==> src/rtl/stream_packet_arbiter.sv <==
// stream_packet_arbiter
//   Packet-level round-robin arbiter: NUM_PORTS valid/ready/last byte streams
//   share one registered output stream. A granted port keeps the output until
//   its last beat has been forwarded, so packets never interleave.
//   Optional feature macro: STREAM_ARB_PKTCNT_EN adds a 16-bit wrapping
//   pkt_count output counting packets accepted downstream.
module stream_packet_arbiter #(
    parameter int NUM_PORTS  = 4,
    parameter int DATA_WIDTH = 8,
    localparam int GW        = (NUM_PORTS > 1) ? $clog2(NUM_PORTS) : 1
) (
    input  logic                            sys_clk,
    input  logic                            sys_rst_n,
    input  logic [NUM_PORTS-1:0]            sink_valid,
    input  logic [NUM_PORTS-1:0]            sink_last,
    input  logic [NUM_PORTS*DATA_WIDTH-1:0] sink_data,
    output logic [NUM_PORTS-1:0]            sink_ready,
    output logic                            source_valid,
    output logic                            source_last,
    output logic [DATA_WIDTH-1:0]           source_data,
    input  logic                            source_ready,
`ifdef STREAM_ARB_PKTCNT_EN
    output logic [15:0]                     pkt_count,
`endif
    output logic [GW-1:0]                   grant_id,
    output logic                            busy
);

    localparam logic [0:0] ST_IDLE   = 1'b0;
    localparam logic [0:0] ST_LOCKED = 1'b1;

    logic [0:0]            state;
    logic [GW-1:0]         last_grant;
    logic [GW-1:0]         next_grant;
    logic                  any_req;
    logic                  out_free;
    logic                  xfer;
    logic                  sel_valid;
    logic                  sel_last;
    logic [DATA_WIDTH-1:0] sel_data;

    // The output register can take a new beat when empty or draining this cycle.
    assign out_free = !source_valid || source_ready;
    assign xfer     = (state == ST_LOCKED) && sel_valid && out_free;
    assign busy     = (state == ST_LOCKED);

    // Round-robin pick: lowest circular distance from last_grant+1 wins.
    // Scanning from the farthest distance down lets the nearest request overwrite.
    always_comb begin
        next_grant = last_grant;
        any_req    = 1'b0;
        for (int k = NUM_PORTS; k >= 1; k--) begin
            for (int i = 0; i < NUM_PORTS; i++) begin
                if ((((int'(last_grant) + k) % NUM_PORTS) == i) && sink_valid[i]) begin
                    next_grant = GW'(i);
                    any_req    = 1'b1;
                end
            end
        end
    end

    // Select the granted port's beat for the output register.
    always_comb begin
        sel_valid = 1'b0;
        sel_last  = 1'b0;
        sel_data  = '0;
        for (int i = 0; i < NUM_PORTS; i++) begin
            if (grant_id == GW'(i)) begin
                sel_valid = sink_valid[i];
                sel_last  = sink_last[i];
                sel_data  = sink_data[i*DATA_WIDTH +: DATA_WIDTH];
            end
        end
    end

    // Only the locked port sees ready; the IDLE arbitration cycle never transfers.
    always_comb begin
        sink_ready = '0;
        for (int i = 0; i < NUM_PORTS; i++) begin
            sink_ready[i] = (state == ST_LOCKED) && (grant_id == GW'(i)) && out_free;
        end
    end

    // Arbitration FSM: grant in IDLE, release after the granted last beat.
    always_ff @(posedge sys_clk or negedge sys_rst_n) begin
        if (!sys_rst_n) begin
            state      <= ST_IDLE;
            grant_id   <= '0;
            last_grant <= GW'(NUM_PORTS - 1);
        end else begin
            case (state)
                ST_IDLE: begin
                    if (any_req) begin
                        grant_id <= next_grant;
                        state    <= ST_LOCKED;
                    end
                end
                ST_LOCKED: begin
                    if (xfer && sel_last) begin
                        last_grant <= grant_id;
                        state      <= ST_IDLE;
                    end
                end
                default: state <= ST_IDLE;
            endcase
        end
    end

    // Single-stage output register; holds data/last while stalled downstream.
    always_ff @(posedge sys_clk or negedge sys_rst_n) begin
        if (!sys_rst_n) begin
            source_valid <= 1'b0;
            source_last  <= 1'b0;
            source_data  <= '0;
        end else if (xfer) begin
            source_valid <= 1'b1;
            source_last  <= sel_last;
            source_data  <= sel_data;
        end else if (source_ready) begin
            source_valid <= 1'b0;
        end
    end

`ifdef STREAM_ARB_PKTCNT_EN
    // Count packets whose last beat is accepted downstream; wraps at 16 bits.
    always_ff @(posedge sys_clk or negedge sys_rst_n) begin
        if (!sys_rst_n) begin
            pkt_count <= 16'd0;
        end else if (source_valid && source_ready && source_last) begin
            pkt_count <= pkt_count + 16'd1;
        end
    end
`endif

endmodule

==> config.mk <==
export PLATFORM = sky130hd
export DESIGN_NAME = stream_packet_arbiter
export DESIGN_NICKNAME = d
export VERILOG_FILES = /design/src/rtl/stream_packet_arbiter.sv
export SDC_FILE = /design/constraint.sdc
export NUM_CORES = 1
export LEC_CHECK = 0
export BUFFER_PORTS_ARGS = -buffer_cell sky130_fd_sc_hd__buf_2
export CAP_MARGIN = 10
export CORE_ASPECT_RATIO = 0.9
export CORE_MARGIN = 2
export CORE_UTILIZATION = 46
export DETAILED_ROUTE_END_ITERATION = 6
export GPL_ROUTABILITY_DRIVEN = 0
export GPL_TIMING_DRIVEN = 0
export HOLD_SLACK_MARGIN = 0.02
export PLACE_DENSITY_LB_ADDON = 0.2
export SYNTH_ARGS = -nofsm -noshare
export SYNTH_HDL_FRONTEND = slang
export SYNTH_SLANG_ARGS = --single-unit
==> constraint.sdc <==
create_clock -name sys_clk -period 3.6 [get_ports sys_clk]
set_input_delay 0.54 -clock sys_clk [delete_from_list [all_inputs] [get_ports sys_clk]]
set_output_delay 0.54 -clock sys_clk [all_outputs]
set_load 0.01 [all_outputs]
; ---- After elaboration in Yosys (flattened, before gate mapping)
; Cells that the tools add are included.
[totals]
register_bits = 15
latchBits = 0
ram_bits = 0
mem_bits_ro = 0
elab_cells = 120
memories = 0
[classes]
n_addsub = 4
multipliers = 0
n_div = 0
magnitude_cmp = 0
eq_ne = 15
shifts = 0
muxes = 49
bitwise_logic = 5
n_reduce_logical = 41
[ops]
columns = operator, count
row1 = $logic_not 32->1, 4
row2 = $mux 2, 16
row3 = $mux 8, 4
row4 = $mux 1, 28
row5 = $logic_and 1x1->1, 27
row6 = $eq 3x3->1 const B, 8
row7 = $eq 3x2->1 const B, 4
row8 = $reduce_or 2->1, 4
row9 = $add 2x1->2 const B, 2
row10 = $add 2x2->2 const B, 2
row11 = $and 1x1->1 const A, 4
row12 = $eq 2x2->1 const B, 2
row13 = $reduce_and 2->1, 2
row14 = $eq 2x1->1 const B, 1
row15 = $logic_not 2->1, 1
row16 = $pmux 1 s2, 1
row17 = $reduce_bool 2->1, 1
row18 = $logic_not 1->1, 1
row19 = $logic_or 1x1->1, 1
row20 = $not 1->1, 1

; ---- Logic depth before layout (Yosys ltp)
; Gate-level depths: netlist (run 1).
[logic_depth]
ltp_word = 23
ltp_mapped = 5
depth_no_buf = 3

; ---- Worst setup path before layout (run 1)
; OpenSTA, ideal clock, no wires.
[synth_path]
path_kind = flip-flop to output port
from = reg grant_id[1]
to = out sink_ready[0]
arrival_ps = 1194
t_required_ps = 3060
path_slack_ps = 1866
path_stages_with_launch = 4
n_path_buf = 2
path_cell_list = dfrtp_1 buf_6 dlygate4sd1_1 nor3_1
[synth_between]
elab_chain_cells = 3
[synth_lines]
columns = element, line_no
row1 = from (decl), 25  ; output logic [GW-1:0] grant_id,
row2 = from (signal assigned), 94  ; grant_id <= next_grant;
row3 = $logic_not 2->1, 80  ; sink_ready[i] = (state == ST_LOCKED) && (grant_id == GW'(i)) && out_free;
row4 = $logic_and 1x1->1 (2 in a row), 80
row5 = to (decl), 17  ; output logic [NUM_PORTS-1:0] sink_ready,
; Every way passes these cells.

; ---- Worst setup path in the final report (run 1)
[layout_path]
from = reg grant_id[1]
to = out sink_ready[2]
[layout_between]
elab_chain_cells = 3
[layout_lines]
columns = element, line_no
row1 = $eq 2x2->1, 80
row2 = $logic_and 1x1->1 (2 in a row), 80
; Every way passes these cells.

==> qor.yml, run 1 <==
status:
  status: "completed"
setup_path:
  critPathRequiredTime_ps: 3060
  r2r_cells: 4
  r2r_end: "source_data[6]"
  crit_cells: 5
  crit_fanout: 10
  timing.rr.start: "grant_id[1]"
  start_kind: "flip-flop"
  crit_buf_inv: 3
  endpoint_kind: "primary output"
  arrival_ps: 1690
  crit_type: "reg2out"
  reg2reg_slack_ps: 1850
  crit_chain: "buf_6 > dlygate4sd1_1 > nand3_1 > nor2_1 > buf_2"
  cp_top_family: "buffers and inverters"
  cpMaxStageDelayCell: "dlygate4sd1_1"
  critPathMaxStageDelay_ps: 470
timing:
  holdWs_ps: 148
  period_share_pct: 62.0
  setup_viol: 0
  worst_pin_slew_ps: 421
  fin_setup_tns_ps: 0
  finalCriticalPeriod_ps: 2230
  maxSlewViolCount: 0
  finClkSkew_ps: 12.0
  rsz0062_at_grt: "false"
  hold_viol_final: 0
  relSlewSlack_pct: 71.9
  fmax_mhz: 448
yosys:
  ys_async_sr_fraction_pct: 100
  syn_area_um2: 998
  synthMuxAreaShare_pct: 39.0
  synth-simple-area-share_pct: 12.9
  yosysTopAreaCell: "dfrtp_1"
  ys_types: 31
  yosys-top-cells-area: "dfrtp_1, mux4_2, mux2_4, mux4_1, dfstp_2"
  avgSynthCellArea_um2: 13.9
  synth_ff_type: "dfrtp_1"
  synthXorXnorAreaFrac_pct: 0
  netlist.area_leader.share_pct: 32.6
  synth_compound_area_share_pct: 5.89
  synth_common_cells: "dfrtp_1, mux2_4, mux4_2"
  synth.most_common_cell: "dfrtp_1"
  synth_top_family_by_area: "multiplexers"
  synth_edf_count: 0
  ys_warn_count: 0
  yosysSeqAreaShare_pct: 37.8
  syn_inst: 72
  ys_ff_latch: 15
  syn_nets: 115
  synthAdderAreaFrac_pct: 0
floorplanning:
  start_util_pct: 50.2
  die_h_um: 48.2
  dieArea_mm2: 0.00256
  io_pins: 60
  fp-row-count: 15
  coreArea_mm2: 0.00199
  dieWidth_um: 53.1
clocking:
  insertion_delay_ps: 290
  cts_tree: "done"
  clock_sinks: 15
  post_cts_resized: 0
  clockBufferDepth: 2
  cts_buffers: 3
  post_cts_buffers: 0
  clk_pin_slew_ps: 100
  clockRootBuffer: "clkbuf_4"
  htree_levels: 1
  postCtsHoldBufs: 0
cells_and_area:
  fin_area_mm2: 0.00135
  layout.nets: 179
  drive_above_1_share_pct: 63.0
  fillers: 171
  antenna_cells: 0
  syn_to_final_growth_pct: 35.5
routing:
  first_iter_violations: 8
  antenna_left: 0
  drc_errors: 0
  vias: 874
  wl_per_cell_um: 15.8
  postRouteWirelength_um: 2520
  drtPass1Iterations: 4
  viasPerCell: 5.46
grt:
  grt_pass1_vias: 838
  grt_overflow_total: 0
  grt_start_max_net_pins: 16
  grt_pass1_wl_um: 3680
  antenna_found_initial: 0
  gr-usage-all-layers_pct: 20.9
power_and_ir_drop:
  ir_drop_mv: 0.416
  power_density_mw_per_mm2: 807
  p_leak_nw: 0.699
  power_mw: 1.09
job:
  maxCapViolCount: 0
placed_design:
  io_buffers: 59
  post_dp_cell_area_mm2: 0.00133
  dp_hpwl_um: 2010
hold_path:
  worstHoldPathType: "in2async"
## registers in the layout, indices dropped and copies added, names as in the netlist
name and count:
busy 1, grant_id 2, last_grant 2, source_data 8, source_last 1, source_valid 1
## through the flow
step | utilization (%) | cells | worst slack (ps)
2_1_floorplan | - | 72 | 1870
3_3_place_gp | 66.6 | 156 | 1740
3_5_place_dp | 66.6 | 156 | 1710
4_1_cts | 68.0 | 160 | 1400
5_1_grt | 68.0 | 160 | 1230
6_report | 68.0 | 160 | 1370
## layer usage
metal  up-vias  track usage (%)  part of all wire, %
li1        403                -                    -
met1       426             22.2                   38
met2        41             41.8                   53
met3         4             4.29                  6.9
met4         0             7.18                  1.2
met5         -                0                    0
## worst max path at each step
stage / startpoint / endpoint / slack, ps
5_1_grt: grant_id[1] / sink_ready[2] / 1230
3_5_place_dp: sink_valid[3] / source_data[3] / 1710
6_report: grant_id[1] / sink_ready[2] / 1370
3_3_place_gp: sink_valid[3] / source_data[6] / 1740
2_1_floorplan: grant_id[1] / sink_ready[0] / 1870
4_1_cts: grant_id[1] / sink_ready[3] / 1400
## cell families after synthesis
kind of cell	count (synthesis)
mux	21
simple gates	21
buf+inv	7
flops	15
compound gates	8
## power by group
group	internal (mW)	leakage, nW	switching, mW	total, mW
sequential	0.263	0.172	0.0453	0.308
combinational	0.369	0.509	0.317	0.686
clock	0.0412	0.0177	0.0552	0.0964
## area by class of cell
type / instances / area, um^2 / share of cell area, %
buffer: 6 / 40.0 / 2.96
clock buffer: 3 / 22.5 / 1.67
clock inverter: 1 / 5.00 / 0.370
inverter: 1 / 3.75 / 0.278
multi-input combinational: 50 / 577 / 42.6
sequential: 15 / 378 / 27.9
tap: 25 / 31.3 / 2.31
timing repair buffer: 59 / 295 / 21.8
## worst register-to-register path: cells and delay by family (launching register included)
family,cells,cell delay (ps)
buffers and inverters,2,600
multiplexers,2,660
flip-flops,1,370
## layout by cell type, fill, tap and decap left out, drive strengths merged, types with 2 or more instances in the layout
master	instances
buf	63
dfrtp	13
mux2	10
mux4	10
nand2	4
nor3	4
clkbuf	4
nor2	3
nand2b	2
a21bo	2
a21oi	2
o21ai	2
dfstp	2
nand3	2
(Power assumes the default switching activity.)
==> run 2, diff against run 1 <==
--- a/config.mk
+++ b/config.mk
@@ -9,7 +9,7 @@
 export CAP_MARGIN = 10
 export CORE_ASPECT_RATIO = 0.9
 export CORE_MARGIN = 2
-export CORE_UTILIZATION = 46
+export CORE_UTILIZATION = 42
 export DETAILED_ROUTE_END_ITERATION = 6
 export GPL_ROUTABILITY_DRIVEN = 0
 export GPL_TIMING_DRIVEN = 0
==> constraint.sdc (replaced) <==
create_clock -name sys_clk -period 2.25 [get_ports sys_clk]
set_input_delay 0.3375 -clock sys_clk [delete_from_list [all_inputs] [get_ports sys_clk]]
set_output_delay 0.3375 -clock sys_clk [all_outputs]
set_load 0.01 [all_outputs]
==> run 2 against run 1 <==
  * Non-clock buffer count up 1
  * Hold slack better by 310 ps
  * Largest cell class unchanged
  * Via count shrank 1.5%
  * Clock skew fell by 5.0 ps
  * First-iteration DRC count increased by 88%
  * Highest routed layer unchanged
==> qor.yml, run 2 (synthesis results as in run 1) <==
timing:
  maxSlewViolCount: 0
  holdWs_ps: 454
  period_share_pct: 87.4
  relSlewSlack_pct: 71.4
  finalCriticalPeriod_ps: 1970
  hold_viol_final: 0
  setup_viol: 0
  fin_setup_tns_ps: 0
  finClkSkew_ps: 7.08
  worst_pin_slew_ps: 425
  setup_ws_ps: 284
  fmax_mhz: 509
  rsz0062_at_grt: "false"
floorplanning:
  dieWidth_um: 55.4
  fp-row-count: 16
  die_h_um: 50.3
  io_pins: 60
  start_util_pct: 44.9
  dieArea_mm2: 0.00278
  coreArea_mm2: 0.00222
grt:
  gr-usage-all-layers_pct: 20.1
  grt_pass1_vias: 907
  antenna_found_initial: 0
  grt_pass1_wl_um: 4230
  grt_overflow_total: 0
  grt_start_max_net_pins: 16
cells_and_area:
  mostFrequentLayoutCells: "buf_2, dfrtp_1, mux2_4, mux4_2"
  final_common_cell: "buf_2"
  regMostFlops: "source_data"
  top_regs: "source_data (8), grant_id (2), last_grant (2)"
  fillers: 188
  final_core_util_pct: 61.4
  drive_above_1_share_pct: 61.8
  antenna_cells: 0
  fin_area_mm2: 0.00136
  layoutNonFillerInstCount: 163
  syn_to_final_growth_pct: 36.6
  layout.nets: 180
  largest_register_ffs: 8
routing:
  wl_per_cell_um: 15.1
  drc_errors: 0
  antenna_left: 0
  postRouteWirelength_um: 2470
  drtPass1Iterations: 2
  first_iter_violations: 15
  vias: 861
  viasPerCell: 5.28
clocking:
  clockBufferDepth: 2
  cts_tree: "done"
  htree_levels: 1
  cts_buffers: 3
  postCtsHoldBufs: 1
  insertion_delay_ps: 280
  post_cts_buffers: 0
  clock_sinks: 15
  clk_pin_slew_ps: 90
  clockRootBuffer: "clkbuf_4"
  post_cts_resized: 0
setup_path:
  endpoint_kind: "primary output"
  crit_type: "reg2out"
  cp_top_family: "buffers and inverters"
  reg2reg_slack_ps: 520
  r2r_cells: 4
  crit_fanout: 10
  timing.rr.start: "grant_id[1]"
  crit_buf_inv: 3
  r2r_end: "source_data[5]"
  critPathRequiredTime_ps: 1910
  cpMaxStageDelayCell: "dlygate4sd1_1"
  critPathMaxStageDelay_ps: 450
  arrival_ps: 1630
  start_kind: "flip-flop"
  crit_chain: "buf_6 > dlygate4sd1_1 > nand3_1 > nor2_1 > buf_2"
hold_path:
  hp-start: "sink_valid[0]"
  min_path_cells: 3
  hold_end: "grant_id[0]"
  worstHoldPathType: "in2reg"
power_and_ir_drop:
  power_density_mw_per_mm2: 1260
  power_mw: 1.72
  ir_drop_mv: 0.653
  p_leak_nw: 0.700
placed_design:
  post_dp_cell_area_mm2: 0.00133
  numPlacedInstances: 158
  io_buffers: 59
  dp_hpwl_um: 1980
  post-place-ws_ps: 529
status:
  status: "completed"
job:
  maxCapViolCount: 0
-- run 2: cell count changes in the layout (fill, tap and decap cells not counted) --
| cell | delta |
|---|---|
| dlygate4sd3_1 | +1 |
| clkbuf_1 | +1 |
| clkinv_2 | -1 |
-- run 2: power breakdown --
part	switching, mW	internal, mW
clock network	0.0827	0.0689
registers	0.0690	0.421
logic	0.491	0.591
-- run 2: how the worst max path moves through the flow --
stage | from | endpoint | depth (start not counted)
floorplan | grant_id[1] | source_data[0] | 4
global placement | grant_id[1] | source_data[5] | 4
detailed placement | grant_id[1] | source_data[5] | 4
CTS | grant_id[1] | sink_ready[3] | 5
global route | grant_id[1] | sink_ready[3] | 5
finish | grant_id[1] | sink_ready[3] | 5
-- run 2: layout make-up --
class / instances / area [um^2] / share of cell area [%]
Timing Repair Buffer: 60 / 305 / 22.4
Buffer: 6 / 40.0 / 2.94
Inverter: 1 / 3.75 / 0.275
Sequential cell: 15 / 378 / 27.7
Clock buffer: 4 / 26.3 / 1.93
Tap cell: 27 / 33.8 / 2.48
Multi-Input combinational cell: 50 / 577 / 42.3
-- run 2: worst register-to-register path: cells and delay by family (launching register included) --
family	cells	cell delay, ps
mux	2	670
buf+inv	2	580
flops	1	370
-- run 2: per-layer routing --
metal | track usage, % | vias up | wire length [um]
met3 | 6.96 | 2 | 191
met5 | 0 | - | 0
met4 | 4.88 | 0 | 13
met2 | 35.1 | 35 | 1260
met1 | 23.9 | 416 | 1000
li1 | - | 408 | -
==> run 3, diff against run 2 <==
--- a/config.mk
+++ b/config.mk
@@ -8,12 +8,13 @@
 export BUFFER_PORTS_ARGS = -buffer_cell sky130_fd_sc_hd__buf_2
 export CAP_MARGIN = 10
 export CORE_ASPECT_RATIO = 0.9
-export CORE_MARGIN = 2
-export CORE_UTILIZATION = 42
+export CORE_UTILIZATION = 44
+export CTS_BUF_LIST = sky130_fd_sc_hd__clkbuf_8
 export DETAILED_ROUTE_END_ITERATION = 6
 export GPL_ROUTABILITY_DRIVEN = 0
 export GPL_TIMING_DRIVEN = 0
 export HOLD_SLACK_MARGIN = 0.02
+export MAX_ROUTING_LAYER = met4
 export PLACE_DENSITY_LB_ADDON = 0.2
 export SYNTH_ARGS = -nofsm -noshare
 export SYNTH_HDL_FRONTEND = slang
==> run 3 against run 2 <==
  * Combinational power hardly changed
  * Setup slack gained 53 ps
  * Cell count down 1.2%
  * Clock power is 41% higher
  * Utilization up 6.7 points
  * Routed wire length down 3.2%
  * Largest cell class unchanged
  * Sequential power about the same
  * Clock-buffer cell count is 1 lower
  * Total power up 3.4%
  * Die area shrank 11%
==> qor.yml, run 3 (synthesis results as in run 1) <==
cells_and_area:
  layoutNonFillerInstCount: 161
  top_regs: "source_data (8), grant_id (2), last_grant (2)"
  antenna_cells: 0
  layout.nets: 180
  mostFrequentLayoutCells: "buf_2, dfrtp_1, mux2_4, mux4_2"
  largest_register_ffs: 8
  regMostFlops: "source_data"
  syn_to_final_growth_pct: 38.2
  final_core_util_pct: 68.1
  final_common_cell: "buf_2"
  fin_area_mm2: 0.00138
  drive_above_1_share_pct: 61.8
clocking:
  clockBufferDepth: 2
  clock_sinks: 15
  insertion_delay_ps: 240
  post_cts_buffers: 0
  clockRootBuffer: "clkbuf_8"
  postCtsHoldBufs: 1
  clk_pin_slew_ps: 60
  cts_tree: "done"
  post_cts_resized: 0
  htree_levels: 1
  cts_buffers: 3
timing:
  period_share_pct: 85.1
  fin_setup_tns_ps: 0
  worst_pin_slew_ps: 405
  holdWs_ps: 475
  setup_ws_ps: 336
  finalCriticalPeriod_ps: 1910
  setup_viol: 0
  rsz0062_at_grt: "false"
  hold_viol_final: 0
  maxSlewViolCount: 0
  relSlewSlack_pct: 73.0
  fmax_mhz: 523
  finClkSkew_ps: 1.92
power_and_ir_drop:
  power_density_mw_per_mm2: 1290
  seqPwrFrac_pct: 27.3
  ir_drop_mv: 0.657
  netSwitchingPower_mw: 0.649
  p_leak_nw: 0.712
  pwr-share-comb_pct: 60.7
  p_int_mw: 1.13
  pwr-share-clk_pct: 12.0
  netSwitchingFraction_pct: 36.4
  power_mw: 1.78
routing:
  wl_per_cell_um: 14.8
  viasPerCell: 5.33
  postRouteWirelength_um: 2390
  antenna_left: 0
  drtPass1Iterations: 4
  drc_errors: 0
  first_iter_violations: 26
  vias: 858
floorplanning:
  fp-row-count: 15
  start_util_pct: 49.3
  die_h_um: 47.2
  io_pins: 60
  dieArea_mm2: 0.00246
  dieWidth_um: 52.2
  coreArea_mm2: 0.00203
setup_path:
  r2r_end: "source_data[4]"
  reg2reg_slack_ps: 540
  timing.rr.start: "grant_id[1]"
  crit_fanout: 10
  crit_type: "reg2out"
  r2r_cells: 4
  crit_start: "grant_id[1]"
  critPathRequiredTime_ps: 1910
  start_kind: "flip-flop"
  critPathCapture: "sink_ready[2]"
  endpoint_kind: "primary output"
  arrival_ps: 1580
placed_design:
  io_buffers: 59
  post-place-ws_ps: 527
  post_dp_cell_area_mm2: 0.00133
  dp_hpwl_um: 1940
  numPlacedInstances: 156
grt:
  antenna_found_initial: 0
  gr-usage-all-layers_pct: 21.4
  grt_overflow_total: 0
  grt_pass1_wl_um: 3590
  grt_start_max_net_pins: 16
  grt_pass1_vias: 836
hold_path:
  worstHoldPathType: "reg2reg"
  min_path_cells: 1
job:
  maxCapViolCount: 0
status:
  status: "completed"
## run 3: cell type report
cell class	instances	area, um^2
plain buffers	6	40.0
clock buffers	3	41.3
clock inverters	1	3.75
fillers	164	647
inverters	1	3.75
multi-input cells	50	577
flip-flops and latches	15	378
well taps	25	31.3
repair buffers	60	305
## run 3: worst max-delay path: stages (launching register included)
cell           delay, ps
dfrtp_1              360
buf_6                130
dlygate4sd1_1        450
nand3_1              160
nor2_1               110
buf_2                130
## run 3: per-layer routing
metal | vias to the layer above | global-route usage [%] | wire, um
met2 | 34 | 38.5 | 1260
met1 | 417 | 24.6 | 964
met3 | 4 | 3.88 | 148
li1 | 403 | - | -
met5 | - | - | 0
met4 | 0 | 6.84 | 14
## run 3: worst min-delay path by stage
| stage | start | end | slack [ps] |
|---|---|---|---|
| final | source_last | source_last | 470 |
| after global routing | source_last | source_last | 490 |
| after CTS | source_last | source_last | 480 |
| after detailed placement | sys_rst_n | source_data[2] | 270 |
| after global placement | sys_rst_n | source_data[2] | 260 |
| after floorplan | sys_rst_n | busy | 40 |
## run 3: power groups by stage
stage	logic, mW	clock network, mW	registers, mW
6_report	1.08	0.214	0.487
5_1_grt	1.18	0.230	0.503
4_1_cts	1.10	0.217	0.488
3_5_place_dp	1.09	0	0.493
3_3_place_gp	1.06	0	0.488
2_1_floorplan	0.730	0	0.550
